`src/rtl/card_pkg.sv`:
```
// Shared constants, FSM encoding and deck-index decode for the card shoe.
package card_pkg;

   localparam int unsigned DECK_SIZE      = 52;
   localparam int unsigned RANKS_PER_SUIT = 13;
   localparam int unsigned FACE_VALUE     = 10;
   localparam int unsigned RANK_ACE       = 1;

   typedef enum logic [1:0] {
      StIdle,
      StSearch,
      StPresent
   } state_e;

   typedef struct packed {
      logic [3:0] value;
      logic [3:0] rank;
      logic [1:0] suit;
   } card_t;

   function automatic card_t card_decode(input logic [5:0] idx);
      card_t      c;
      logic [5:0] r;
      logic [5:0] rps;
      rps = 6'(RANKS_PER_SUIT);
      if (idx < rps) begin
         c.suit = 2'd0;
         r      = idx;
      end else if (idx < 6'd2 * rps) begin
         c.suit = 2'd1;
         r      = idx - rps;
      end else if (idx < 6'd3 * rps) begin
         c.suit = 2'd2;
         r      = idx - 6'd2 * rps;
      end else begin
         c.suit = 2'd3;
         r      = idx - 6'd3 * rps;
      end
      c.rank  = 4'(r + 6'(RANK_ACE));
      c.value = (c.rank > 4'(FACE_VALUE)) ? 4'(FACE_VALUE) : c.rank;
      return c;
   endfunction

endpackage

```
`src/rtl/card_lfsr.sv`:
```
// Free-running 16-bit Fibonacci LFSR, taps 16/14/13/11, reset to SEED.
module card_lfsr #(
   parameter logic [15:0] SEED = 16'hACE1
) (
   input  logic        clk,
   input  logic        rst_n,
   output logic [15:0] lfsr
);

   logic [15:0] lfsr_q, lfsr_d;

   always_comb begin
      lfsr_d = {lfsr_q[14:0], lfsr_q[15] ^ lfsr_q[13] ^ lfsr_q[12] ^ lfsr_q[10]};
   end

   always_ff @(posedge clk or negedge rst_n) begin
      if (!rst_n) lfsr_q <= SEED;
      else        lfsr_q <= lfsr_d;
   end

   assign lfsr = lfsr_q;

endmodule

```
`src/rtl/card_shoe.sv`:
```
// 52-card shoe: draws without repetition by probing from a start slot.
// Define CARD_SHOE_FIXED_ORDER_EN to start every probe at slot 0 (index-order dealing).
module card_shoe
   import card_pkg::*;
#(
   parameter logic [15:0] SEED = 16'hACE1
) (
   input  logic       clk,
   input  logic       rst_n,
   input  logic       card_req,
   input  logic       shuffle,
   output logic [3:0] card_value,
   output logic [3:0] card_rank,
   output logic [1:0] card_suit,
   output logic       card_valid,
   output logic [5:0] cards_left,
   output logic       shoe_empty,
   output logic       busy
);

   state_e      state_q, state_d;
   logic [51:0] used_q, used_d;
   logic [5:0]  ptr_q, ptr_d;
   logic [5:0]  left_q, left_d;
   card_t       card_q, card_d;
   logic [15:0] lfsr;
   logic [5:0]  start_ptr;
   logic        lfsr_unused;

   card_lfsr #(
      .SEED (SEED)
   ) u_lfsr (
      .clk   (clk),
      .rst_n (rst_n),
      .lfsr  (lfsr)
   );

`ifdef CARD_SHOE_FIXED_ORDER_EN
   assign start_ptr   = 6'd0;
   assign lfsr_unused = ^lfsr;
`else
   // Fold 52..63 back into the deck range.
   assign start_ptr   = (lfsr[5:0] >= 6'(DECK_SIZE)) ? lfsr[5:0] - 6'(DECK_SIZE) : lfsr[5:0];
   assign lfsr_unused = ^lfsr[15:6];
`endif

   always_comb begin
      state_d = state_q;
      used_d  = used_q;
      ptr_d   = ptr_q;
      left_d  = left_q;
      card_d  = card_q;
      unique case (state_q)
         StIdle: begin
            if (shuffle) begin
               used_d = '0;
               left_d = 6'(DECK_SIZE);
            end else if (card_req && (left_q != 6'd0)) begin
               ptr_d   = start_ptr;
               state_d = StSearch;
            end
         end
         StSearch: begin
            if (!used_q[ptr_q]) begin
               used_d[ptr_q] = 1'b1;
               left_d        = left_q - 6'd1;
               card_d        = card_decode(ptr_q);
               state_d       = StPresent;
            end else begin
               ptr_d = (ptr_q == 6'(DECK_SIZE - 1)) ? 6'd0 : ptr_q + 6'd1;
            end
         end
         StPresent: state_d = StIdle;
         default:   state_d = StIdle;
      endcase
   end

   always_ff @(posedge clk or negedge rst_n) begin
      if (!rst_n) begin
         state_q <= StIdle;
         used_q  <= '0;
         ptr_q   <= '0;
         left_q  <= 6'(DECK_SIZE);
         card_q  <= '0;
      end else begin
         state_q <= state_d;
         used_q  <= used_d;
         ptr_q   <= ptr_d;
         left_q  <= left_d;
         card_q  <= card_d;
      end
   end

   assign card_value = card_q.value;
   assign card_rank  = card_q.rank;
   assign card_suit  = card_q.suit;
   assign card_valid = (state_q == StPresent);
   assign cards_left = left_q;
   assign shoe_empty = (left_q == 6'd0);
   assign busy       = (state_q != StIdle);

endmodule
```
`config.mk`:
```
export PLATFORM = sky130hd
export DESIGN_NAME = card_shoe
export DESIGN_NICKNAME = d
export VERILOG_FILES = /design/src/rtl/card_pkg.sv /design/src/rtl/card_lfsr.sv /design/src/rtl/card_shoe.sv
export SDC_FILE = /design/constraint.sdc
export NUM_CORES = 1
export LEC_CHECK = 0
export CORE_AREA = 2 2 105 107
export DETAILED_ROUTE_END_ITERATION = 12
export DIE_AREA = 0 0 107 109
export GPL_TIMING_DRIVEN = 0
export HOLD_SLACK_MARGIN = 0.03
export SLEW_MARGIN = 20
export SYNTH_ARGS = -nofsm -noshare
export SYNTH_HDL_FRONTEND = slang
export SYNTH_SLANG_ARGS = --single-unit
```
`constraint.sdc`:
```
create_clock -name clk -period 6.77 [get_ports clk]
set_input_delay 0.677 -clock clk [delete_from_list [all_inputs] [get_ports clk]]
set_output_delay 0.677 -clock clk [all_outputs]
set_load 0.02 [all_outputs]
```
==> results_dict.tcl <==
set metrics [dict create \
    htreeDepth 3 \
    place.gp.congestion 0.8754 \
    dp.final_hpwl_mm 8.734 \
    powerDensity_mw_per_mm2 338.6 \
    clockBufferDepth 2 \
    hold_viol 0 \
    die_h_um 109 \
    dp_cells 609 \
    synth_warnings 0 \
    fin_worst_skew_ns 0.01352 \
    core_area_mm2 0.01060 \
    grtUsageMet1_pct 30.82 \
    cp-startpoint "ptr_q[3]$_DFFE_PN0P_" \
    cts_tree "built" \
    fp.dieW_um 107 \
    grt_pass1_wl_mm 19.89 \
    grtUsageTotal_pct 22.43 \
    start_kind "flop" \
    stdcell_count 625 \
    cp.arrival_ns 3.54 \
    synthTopCellsByArea "dfrtp_1, dfstp_2, a22o_1" \
    syn_inst 446 \
    drt_pre_antenna_iters 4 \
    tightest_slew_ns 0.9275 \
    num-fill-cells 959 \
    wl_per_cell_um 19.35 \
    worstReg2RegEnd "used_q[39]$_DFFE_PN0P_" \
    cts.sinks 92 \
    num_vias 3602 \
    fin_tns_setup_ns 0 \
    antenna_found_initial 0 \
    port_buffers 22 \
    ant_nets 0 \
    met3_usage_pct 3.586 \
    first_iter_violations 231 \
    die-area_mm2 0.01166 \
    utilization_pct 50.50 \
    yosys.area.top_type "dfrtp_1" \
    worst-setup-path-type "flop to flop" \
    finalPower_mw 1.813 \
    top_usage_layer "met2" \
    worst_slack_ns 3.527 \
    cp.required_ns 7.07 \
    drt-total-wl_mm 12.09 \
    timing.fmax_mhz 308.4 \
    first_global_vias 3655 \
    yosysMostFrequentCell "dfrtp_1" \
    clock_latency_ns 0.36 \
    fin_area_mm2 0.005354 \
    overflow 0 \
    place_ws_ns 3.501 \
    cts_buffers 9 \
    reg2reg_from "ptr_q[3]$_DFFE_PN0P_" \
    irDropWorstVdd_mv 0.2246 \
    cts.clk_slew.worst_paths_ns 0.09 \
    grt_max_degree 55 \
    post_cts_buffers 0 \
    ys_seq_area_share_pct 49.16 \
    cts-resized-gates 0 \
    netlist_area_mm2 0.004711 \
    period_share_pct 47.90 \
    area_delta_synth_final_pct 13.65 \
    boundaryPins 23 \
    cts-root-buf "clkbuf_8" \
    start_util_pct 44.43 \
    ys_async_sr_fraction_pct 100.0 \
    worst_hold_slack_ns 0.2045 \
    maxCapViolCount 0 \
    status "finished clean" \
    synth_cell_types 64 \
    gr-usage-met2_pct 36.08 \
    layout-drive-gt1-share_pct 12.16 \
    r2r_slack_ns 3.53 \
    synth_edf_count 0 \
    hp-class "input pin to async pin" \
    post_dp_cell_area_mm2 0.005135 \
    num_rows 38 \
    synth_top_cell_area_share_pct 43.03 \
    fin_crit_ns 3.243 \
    drv_slew 0 \
    path_max_fanout 10 \
    crit_path_end "used_q[39]$_DFFE_PN0P_" \
    antenna_cells 0 \
    nNetsFinal 497 \
    leakagePower_nw 2.344 \
    ys_ff_latch 92 \
    slew_headroom_pct 37.60 \
    ctsHoldBuffers 0 \
    rsz0062_at_grt "no" \
    ys.flop_type "dfrtp_1" \
    rr_worst_depth 9 \
    via_per_inst 5.763 \
    setup_viol 0 \
    endpoint_kind "flop" \
    drc 0 \
    netlist_top_cells_count "dfrtp_1, nand2_1, a22o_1" \
    synth_nets 463 \
    syn_area_per_cell_um2 10.56 \
]
## report_power, final
part | total [mW] | internal [mW] | switching, mW
Clock | 0.411 | 0.219 | 0.192
Sequential | 0.660 | 0.613 | 0.0469
Combinational | 0.742 | 0.278 | 0.464
Total | 1.81 | 1.11 | 0.703
## flip-flops by register name, indices dropped and copies added, names as in the netlist
register	count
cards_left	6
u_lfsr.lfsr	16
state_q	2
used_q	52
card_suit	2
card_value	4
card_rank	4
ptr_q	6
## layout make-up
| cell class | instances | area (um2) | area share (%) |
|---|---|---|---|
| buffer | 30 | 160.2 | 2.991 |
| clock buffer | 12 | 145.1 | 2.711 |
| clock inverter | 4 | 73.82 | 1.379 |
| inverter | 15 | 56.30 | 1.052 |
| multi-input combinational | 309 | 2178 | 40.69 |
| sequential | 92 | 2316 | 43.26 |
| tap | 140 | 175.2 | 3.272 |
| timing repair buffer | 23 | 249.0 | 4.651 |
## critical path, cell delays in order (launching register included)
cell and delay, ns:
dfrtp_1 0.32, clkbuf_1 0.45, clkbuf_1 0.49, mux4_1 0.38, nand2_1 0.07, o21ai_0 0.13
o22a_4 0.29, nor4_1 0.78, a21oi_1 0.14, nor2_1 0.12
## cells in the final DEF, fill, tap and decap left out, types with 7 or more instances in the layout
| master | count |
|---|---|
| nor2_1 | 29 |
| buf_2 | 7 |
| inv_1 | 15 |
| clkbuf_1 | 19 |
| o21ai_0 | 28 |
| a21oi_1 | 14 |
| nor3_1 | 8 |
| a22o_1 | 30 |
| nand3_1 | 12 |
| ha_1 | 13 |
| nand2_1 | 56 |
| clkbuf_8 | 10 |
| mux2i_1 | 14 |
| clkdlybuf4s50_1 | 21 |
| dfrtp_1 | 81 |
| dfstp_2 | 11 |
| nor2b_1 | 11 |
| a31oi_1 | 8 |
## how the worst min path moves through the flow
stage                                    from                         to  slack (ns)  cells past startpoint
detailed placement   u_lfsr.lfsr[9]$_DFF_PN0_  u_lfsr.lfsr[10]$_DFF_PN1_        0.34                      0
CTS                                     rst_n     state_q[0]$_DFFE_PN0P_        0.21                      1
global placement    u_lfsr.lfsr[14]$_DFF_PN0_  u_lfsr.lfsr[15]$_DFF_PN1_        0.34                      0
finish                                  rst_n     state_q[0]$_DFFE_PN0P_        0.20                      1
global route                            rst_n   card_rank[0]$_DFFE_PN0P_        0.22                      1
floorplan            u_lfsr.lfsr[8]$_DFF_PN0_   u_lfsr.lfsr[9]$_DFF_PN0_        0.33                      0
## cell families after synthesis
| kind of cell | share of synthesized area [%] |
|---|---|
| adder cells (fa/ha/maj) | 3.453 |
| multiplexers | 8.552 |
| XOR/XNOR | 1.301 |
| AO/OA/AOI/OAI | 17.13 |
| buffers and inverters | 4.595 |
| flip-flops | 49.16 |
| AND/OR/NAND/NOR | 15.80 |
## per-layer routing
metal,up-vias,part of all wire [%]
met5,-,0
met4,0,2.5
met2,97,47
met1,1812,46
li1,1669,-
met3,24,4.6
Note: power is estimated with default switching activity, not from simulation.
